--- src/rtl/boot_rom_if.sv ---
// boot_rom_if: adapter between the core req/gnt/rvalid boot-address slot and the
// 548x32 boot ROM macro (CSN/A/Q, registered address, 1-cycle read).
// Holds the response under rready backpressure, flags write, misaligned and
// out-of-range accesses, and keeps a saturating error count.
// Optional feature: define BOOT_ROM_LOCK_EN to add lock_i. A pulse on lock_i
// sets a sticky lock that turns every later access into an error until RST.
// The ROM macro's own RSTN is tied to ~RST one level up.
module boot_rom_if #(
    parameter int unsigned           ADDR_WIDTH     = 32,
    parameter int unsigned           ROM_ADDR_WIDTH = 10,
    parameter int unsigned           ROM_DEPTH      = 548,
    parameter logic [ADDR_WIDTH-1:0] BASE_ADDR      = 32'h0000_8000
) (
    input  logic                      CLK,
    input  logic                      RST,
`ifdef BOOT_ROM_LOCK_EN
    input  logic                      lock_i,
`endif
    input  logic                      req_i,
    input  logic                      we_i,
    input  logic [ADDR_WIDTH-1:0]     addr_i,
    output logic                      gnt_o,
    output logic                      rvalid_o,
    output logic [31:0]               rdata_o,
    output logic                      err_o,
    input  logic                      rready_i,
    output logic [7:0]                err_cnt_o,
    output logic                      rom_csn_o,
    output logic [ROM_ADDR_WIDTH-1:0] rom_addr_o,
    input  logic [31:0]               rom_rdata_i
);

    typedef enum logic [1:0] {
        IDLE     = 2'd0,
        RESP_OK  = 2'd1,
        RESP_ERR = 2'd2
    } state_t;

    localparam logic [ADDR_WIDTH-1:0] ROM_DEPTH_W = ADDR_WIDTH'(ROM_DEPTH);

    state_t                state_q;
    state_t                state_d;
    logic [ADDR_WIDTH-1:0] offset;
    logic [ADDR_WIDTH-1:0] idx;
    logic                  locked;
    logic                  ok;
    logic [7:0]            err_cnt_q;

    // Word index relative to the ROM base; the low bits drive the macro address.
    assign offset     = addr_i - BASE_ADDR;
    assign idx        = offset >> 2;
    assign rom_addr_o = idx[ROM_ADDR_WIDTH-1:0];

`ifdef BOOT_ROM_LOCK_EN
    logic locked_q;

    // Sticky boot-done lock: set by any lock_i pulse, cleared only by RST.
    always_ff @(posedge CLK) begin
        // NOTE: sequential state is always assigned with <= so every flop
        // samples the pre-edge values of its inputs.
        if (RST) begin
            locked_q <= 1'b0;
        end else if (lock_i) begin
            locked_q <= 1'b1;
        end
    end

    assign locked = locked_q;
`else
    assign locked = 1'b0;
`endif

    // An access is serviceable only for aligned, in-range reads while unlocked.
    assign ok = !we_i
             && (addr_i[1:0] == 2'b00)
             && (addr_i >= BASE_ADDR)
             && (idx < ROM_DEPTH_W)
             && !locked;

    // State register: holds which kind of response is currently presented.
    always_ff @(posedge CLK) begin
        if (RST) begin
            state_q <= IDLE;
        end else begin
            state_q <= state_d;
        end
    end

    // Next state: a grant loads a new response, rready alone retires the old one.
    always_comb begin
        // NOTE: default first so every path assigns state_d and no latch is inferred.
        state_d = state_q;
        if (gnt_o) begin
            state_d = ok ? RESP_OK : RESP_ERR;
        end else if (rready_i) begin
            state_d = IDLE;
        end
    end

    // Outputs: grant when the response slot is free or retiring this cycle;
    // the ROM is strobed only for serviceable granted accesses, so a held
    // response keeps the ROM-latched address and hence rdata stable.
    always_comb begin
        gnt_o     = req_i && !RST && ((state_q == IDLE) || rready_i);
        rom_csn_o = !(gnt_o && ok);
        rvalid_o  = (state_q != IDLE);
        err_o     = (state_q == RESP_ERR);
        rdata_o   = (state_q == RESP_OK) ? rom_rdata_i : 32'h0;
    end

    // Saturating count of error responses, one per granted bad access.
    always_ff @(posedge CLK) begin
        if (RST) begin
            err_cnt_q <= 8'h00;
        end else if (gnt_o && !ok && (err_cnt_q != 8'hFF)) begin
            err_cnt_q <= err_cnt_q + 8'h01;
        end
    end

    assign err_cnt_o = err_cnt_q;

endmodule
--- config.mk ---
export PLATFORM = sky130hd
export DESIGN_NAME = boot_rom_if
export DESIGN_NICKNAME = d
export VERILOG_FILES = /design/src/rtl/boot_rom_if.sv
export SDC_FILE = /design/constraint.sdc
export NUM_CORES = 1
export LEC_CHECK = 0
export BUFFER_PORTS_ARGS = -buffer_cell sky130_fd_sc_hd__buf_2
export CORE_MARGIN = 1
export CORE_UTILIZATION = 31
export DETAILED_ROUTE_END_ITERATION = 16
export GPL_ROUTABILITY_DRIVEN = 0
export MAX_ROUTING_LAYER = met4
export PLACE_DENSITY_LB_ADDON = 0.15
export SLEW_MARGIN = 15
export SYNTH_ARGS = -nofsm -noshare
export SYNTH_HDL_FRONTEND = slang
export SYNTH_SLANG_ARGS = --single-unit
--- constraint.sdc ---
create_clock -name CLK -period 2.2 [get_ports CLK]
set_input_delay 0.22 -clock CLK [delete_from_list [all_inputs] [get_ports CLK]]
set_output_delay 0.22 -clock CLK [all_outputs]
set_load 0.03 [all_outputs]
==> metrics.csv, run 1 <==
metric,value,unit
status,"finished, final reports clean",
synth_area,1110,µm²
leakagePower,1.06,nW
synth-seq-cells,10,
syn_inst,143,
finClkSkew,1.01,ps
setup_violations,0,
r2r_cells,6,
io_pins,123,
synth-edff-count,0,
synth_compound_area_share,16.3,%
whs_endpoint,state_q[0],
wl,3.65,mm
hp-start,rready_i,
worstSkewPairLatency,270,ps
portBuffers,118,
rows,21,
grt_pass1_wl,5.24,mm
ys_warn_count,0,
fin_crit_sh,96.8,%
synth_fp_nets,214,
drc,0,
maxCapViolations,0,
insertedDiodeCount,0,
synth_top_family_by_area,simple AND/OR/NAND/NOR gates,
h-tree-depth,1,
drt_iter0_drc,23,
die_w,61.9,µm
synthTopCellsByArea,"and2_1 18%, dfxtp_1 18%, buf_4 6.7%",
crit_type,in2out,
rsz0062_at_grt,false,
wire_per_inst,11.6,µm
synthMuxAreaShare,1.80,%
grtUsageTotal,19.0,%
dieArea,3830,µm²
hp-class,in2reg,
powerDensity,283,nW/µm²
p_clk_share,30.9,%
async_flop_share,0,%
post_cts_buffers,0,
tightest_slew,418,ps
via_count,1492,
cp_cell_sequence,buf_2 > buf_4 > or3_4 > nor3_4 > xor2_2 > buf_4 > nor3_1 > nand4_1 > buf_2,
final_layout_size_suffix_gt1_share,59.1,%
r2r_slack,360,ps
dr.pass1.iters,4,
crit_fanout,3,
fillers,323,
endpoint_kind,output pin,
syn_area_per_cell,7.78,µm²
r2r-start,err_cnt_o[0],
slowest_stage,or3_4,
synth-simple-area-share,49.3,%
synthAdderAreaFrac,2.25,%
die_y,61.9,µm
min_path_cells,4,
clkTransAtPathRegs,70,ps
cts_tree,built,
fin_area,1910,µm²
yosysTopAreaCell,and2_1,
start_util,32.8,%
pwr-share-seq,34.7,%
tns,0,ps
place_area,1840,µm²
max_freq,0.470,GHz
synth_top_area_share,18.0,%
critPathMaxStageDelay,420,ps
hold_violations,0,
start_kind,input port,
netSwitchingFraction,30.5,%
cts_root_buffer,clkbuf_4,
utilization,56.4,%
slew_headroom,71.9,%
grt_overflow,0,
grt_pass1_vias,1255,
synth_xor_area_share,2.25,%
dp_hpwl,3.07,mm
synth_cell_types,43,
crit_arrival,1910,ps
antenna_found_initial,0,
internal-power,376,µW
p_switching,165,µW
clock_sinks,10,
p_comb_share,34.4,%
drtAntennaViolNets,0,
layout.nets,341,
drv_slew,0,
core_area,3390,µm²
critPathRequiredTime,1980,ps
synth_ff_type,dfxtp_1,
finalWorstPathRequiredPeriod,2130,ps
clockBufferDepth,2,
synth_seq_area_share,18.0,%
r2r-end,err_cnt_o[5],
ir_drop,0.000353,V
numCtsBuffers,3,
area_growth,71.8,%
grt_max_degree,33,
vias_per_cell,4.74,
==> cell usage after synthesis (2+ instances only) <==
master    number
clkbuf_1       4
ha_1           2
a21o_1         2
nor2_1         4
o21ai_1        3
o41ai_1        2
nand4_1        3
or4_1          3
or4b_1         2
inv_1          6
nor4_1         3
o21ai_0        2
nand3_1        5
nor3_1         6
nand2_1        9
buf_4         10
dfxtp_1       10
and2_1        32
or3_1          3
nor2b_1        3
or4_4          2
mux2i_1        2
a21oi_1        5
==> critical path, delay by kind of cell <==
| family | cells | cell delay (ps) |
|---|---|---|
| xor gates and xnor gates | 1 | 260 |
| buffers and inverters | 4 | 660 |
| and+or+nand+nor | 4 | 760 |
==> cell families (layout without fill, tap and decap cells) <==
| logic type | count (synthesis) | in the layout |
|---|---|---|
| and+or+nand+nor | 85 | 85 |
| AOI/OAI and AO/OA | 22 | 22 |
| buffers and inverters | 20 | 146 |
| DFF | 10 | 10 |
| adders and majority gates | 2 | 2 |
| xor gates and xnor gates | 2 | 2 |
| muxes | 2 | 2 |
==> flip-flops by register name (all words and copies together) (netlist names) <==
name / count
err_cnt_o: 8
state_q: 2
==> metrics by stage <==
step	setup WS, ps	power [mW]	cells	hold slack (ps)
finish	71.3	0.541	315	221
global placement	-228	0.373	311	440
floorplan	-3.21	0.284	143	389
global route	1.20	0.577	315	229
detailed placement	-255	0.375	311	440
CTS	26.5	0.544	315	218
==> power by group through the flow <==
| stage | logic, mW | clock network (mW) | registers, mW |
|---|---|---|---|
| 6_report | 0.186 | 0.167 | 0.188 |
| 5_1_grt | 0.207 | 0.181 | 0.189 |
| 4_1_cts | 0.183 | 0.173 | 0.188 |
| 3_5_place_dp | 0.182 | 0 | 0.192 |
| 3_3_place_gp | 0.181 | 0 | 0.192 |
| 2_1_floorplan | 0.0888 | 0 | 0.195 |
==> layout by cell type (no fill, tap or decap), drive strengths merged <==
cell / n
nor3b: 1
nor3: 7
or4b: 4
nor2: 5
mux2i: 2
o21ai: 5
nor4b: 2
and3: 1
buf: 136
a21o: 2
or3: 3
o41ai: 3
nor4: 3
nand4b: 1
xor2: 2
o311ai: 1
or4: 5
nor2b: 3
a21oi: 5
a311oi: 1
a221oi: 1
clkbuf: 4
o31a: 1
nand4: 3
ha: 2
nand3: 5
nand2: 9
dfxtp: 10
a41oi: 1
and4: 1
inv: 6
and2: 32
o31ai: 2
==> how the worst max path moves through the flow <==
stage	startpoint	end	slack (ps)	depth (start not counted)
final	addr_i[16]	rom_csn_o	70	9
after global routing	addr_i[24]	rom_csn_o	1	8
after CTS	addr_i[16]	err_cnt_o[2]	30	9
after detailed placement	addr_i[16]	err_cnt_o[6]	-260	9
after global placement	addr_i[16]	err_cnt_o[6]	-230	9
after floorplan	addr_i[16]	err_cnt_o[6]	-3	8
==> cell type report <==
cell class                      count  area (µm²)  share of cell area (%)
Sequential cell                    10         200                    10.5
Clock buffer                        4        36.3                    1.90
Tap cell                           46        57.6                    3.01
Multi-Input combinational cell    113         851                    44.5
Inverter                            6        40.0                    2.10
Timing Repair Buffer              136         726                    38.0
==> routing by layer <==
metal	vias up	GRT usage, %	part of all wire (%)
met5	-	-	0
met4	0	2.86	0.27
met3	2	3.73	5.7
met2	60	33.5	52
met1	665	22.7	42
li1	765	-	-
==> repair_timing <==
item,4_1_cts,5_1_grt
endpoints found under the setup margin,1,8
gates resized for setup,0,5
hold buffers,0,0
pin swaps,1,2
No activity file was read; power rests on OpenSTA's default activity.
==> run 2, diff against run 1 <==
SETUP_SLACK_MARGIN = 0.1   (was unset)
==> run 2 against run 1 <==
  * Sequential power about the same
  * Core utilization rose by 1.2 points
  * Worst hold slack got worse by 10 ps
  * Critical path depth down 2
  * Largest cell class unchanged
  * Final cell count grew 0.32%
  * Setup slack better by 16 ps
  * Clock power decreased by 23%
  * Critical path type is now in2reg
  * Non-clock buffer count increased by 2
  * Maximum frequency rose by 0.75%
==> metrics.csv, run 2 (synthesis results as in run 1) <==
metric,value,unit
dp_hpwl,3.02,mm
start_util,32.8,%
dr.pass1.iters,4,
slew_headroom,65.7,%
grt_max_degree,33,
portBuffers,118,
grtUsageTotal,17.9,%
dp.cells,311,
finClkSkew,6.79,ps
fillers,303,
cts_root_buffer,clkbuf_4,
clock_sinks,10,
die_y,61.9,µm
h-tree-depth,1,
io_pins,123,
setup_violations,0,
largest_reg_flops,8,
endpoint_kind,register,
cp_cell_sequence,buf_2 > or4_4 > o41ai_4 > o31ai_4 > or4b_4 > a41oi_2 > a311oi_1,
drv_slew,0,
area_growth,75.4,%
drc,0,
crit_arrival,2270,ps
status,"finished, final reports clean",
via_count,1493,
leakagePower,1.07,nW
max_freq,0.473,GHz
final_cell_mix,"115 x buf_2, 32 x and2_1, 18 x buf_4",
crit_type,in2reg,
finalWorstPathRequiredPeriod,2110,ps
rows,21,
critPathRequiredTime,2360,ps
maxCapViolations,0,
rsz0062_at_grt,true,
vias_per_cell,4.72,
antenna_found_initial,0,
drt_iter0_drc,35,
hp-class,in2reg,
clockBufferDepth,2,
insertedDiodeCount,0,
crit_fanout,4,
start_kind,input port,
cts_tree,built,
grt_pass1_vias,1122,
ir_drop,0.000245,V
final_layout_size_suffix_gt1_share,59.6,%
drtAntennaViolNets,0,
core_area,3390,µm²
utilization,57.5,%
powerDensity,261,nW/µm²
die_w,61.9,µm
worstSkewPairLatency,270,ps
final.setup.worst_slack,87.1,ps
grt_overflow,0,
numCtsBuffers,3,
fin_crit_sh,96.0,%
place_ws,-298,ps
dieArea,3830,µm²
final_common_cell,buf_2,
grt_pass1_wl,5.02,mm
hold_violations,0,
wire_per_inst,11.8,µm
critPathMaxStageDelay,580,ps
layout.nets,343,
clkTransAtPathRegs,70,ps
fin_cells,316,
wl,3.74,mm
slowest_stage,or4b_4,
tightest_slew,511,ps
-- run 2: cell types whose count changed in the layout (fill, tap and decap cells not counted), sizes merged --
cell | previous run | this run
inv | 6 | 5
clkinv | 0 | 1
clkbuf | 4 | 3
buf | 136 | 138
-- run 2: what timing repair did --
item | in CTS | in global routing
buffers inserted | 0 | 1
pin swaps | 4 | 14
endpoints found under the setup margin | 6 | 8
gates cloned | 0 | 1
resized for setup | 3 | 15
hold buffers | 0 | 0
-- run 2: report_power, final --
part           internal (mW)  switching [mW]
combinational         0.0986          0.0949
clock                 0.0634          0.0649
sequential             0.184         0.00378
-- run 2: critical path, delay by kind of cell --
family / cells / cell delay (ps)
simple gates: 2 / 1120
compound gates: 4 / 820
buf+inv: 1 / 100
-- run 2: path summary, 6_finish.rpt --
kind / startpoint / end / slack (ps) / cells past startpoint
worst max register to register: err_cnt_o[0] / err_cnt_o[5] / 370 / 6
worst min register to register: state_q[0] / state_q[0] / 470 / 2
worst min-delay path: RST / err_cnt_o[7] / 210 / 2
worst max-delay path: addr_i[25] / err_cnt_o[6] / 90 / 7
-- run 2: through the flow --
stage               hold WS (ps)  instance area [µm²]  power, mW  TNS (ps)
finish                       211                 1950      0.510         0
global route                 231                 1950      0.534         0
CTS                          215                 1880      0.502         0
detailed placement           440                 1840      0.376     -1700
global placement             440                 1840      0.375     -1350
floorplan                    389                 1150      0.284     -3.21
-- run 2: layer usage --
metal	wire (µm)	global-route usage (%)	vias up
met5	0	-	-
met1	1590	22.9	652
met2	1840	30.7	67
met3	275	1.45	4
met4	34	3.81	0
li1	-	-	770
-- run 2: cell type report --
type	count	area, µm²	share of cell area, %
repair buffers	138	776	39.8
clock buffers	3	22.5	1.15
inverters	6	40.0	2.05
multi-input cells	113	855	43.8
well taps	46	57.6	2.95
flip-flops and latches	10	200	10.3
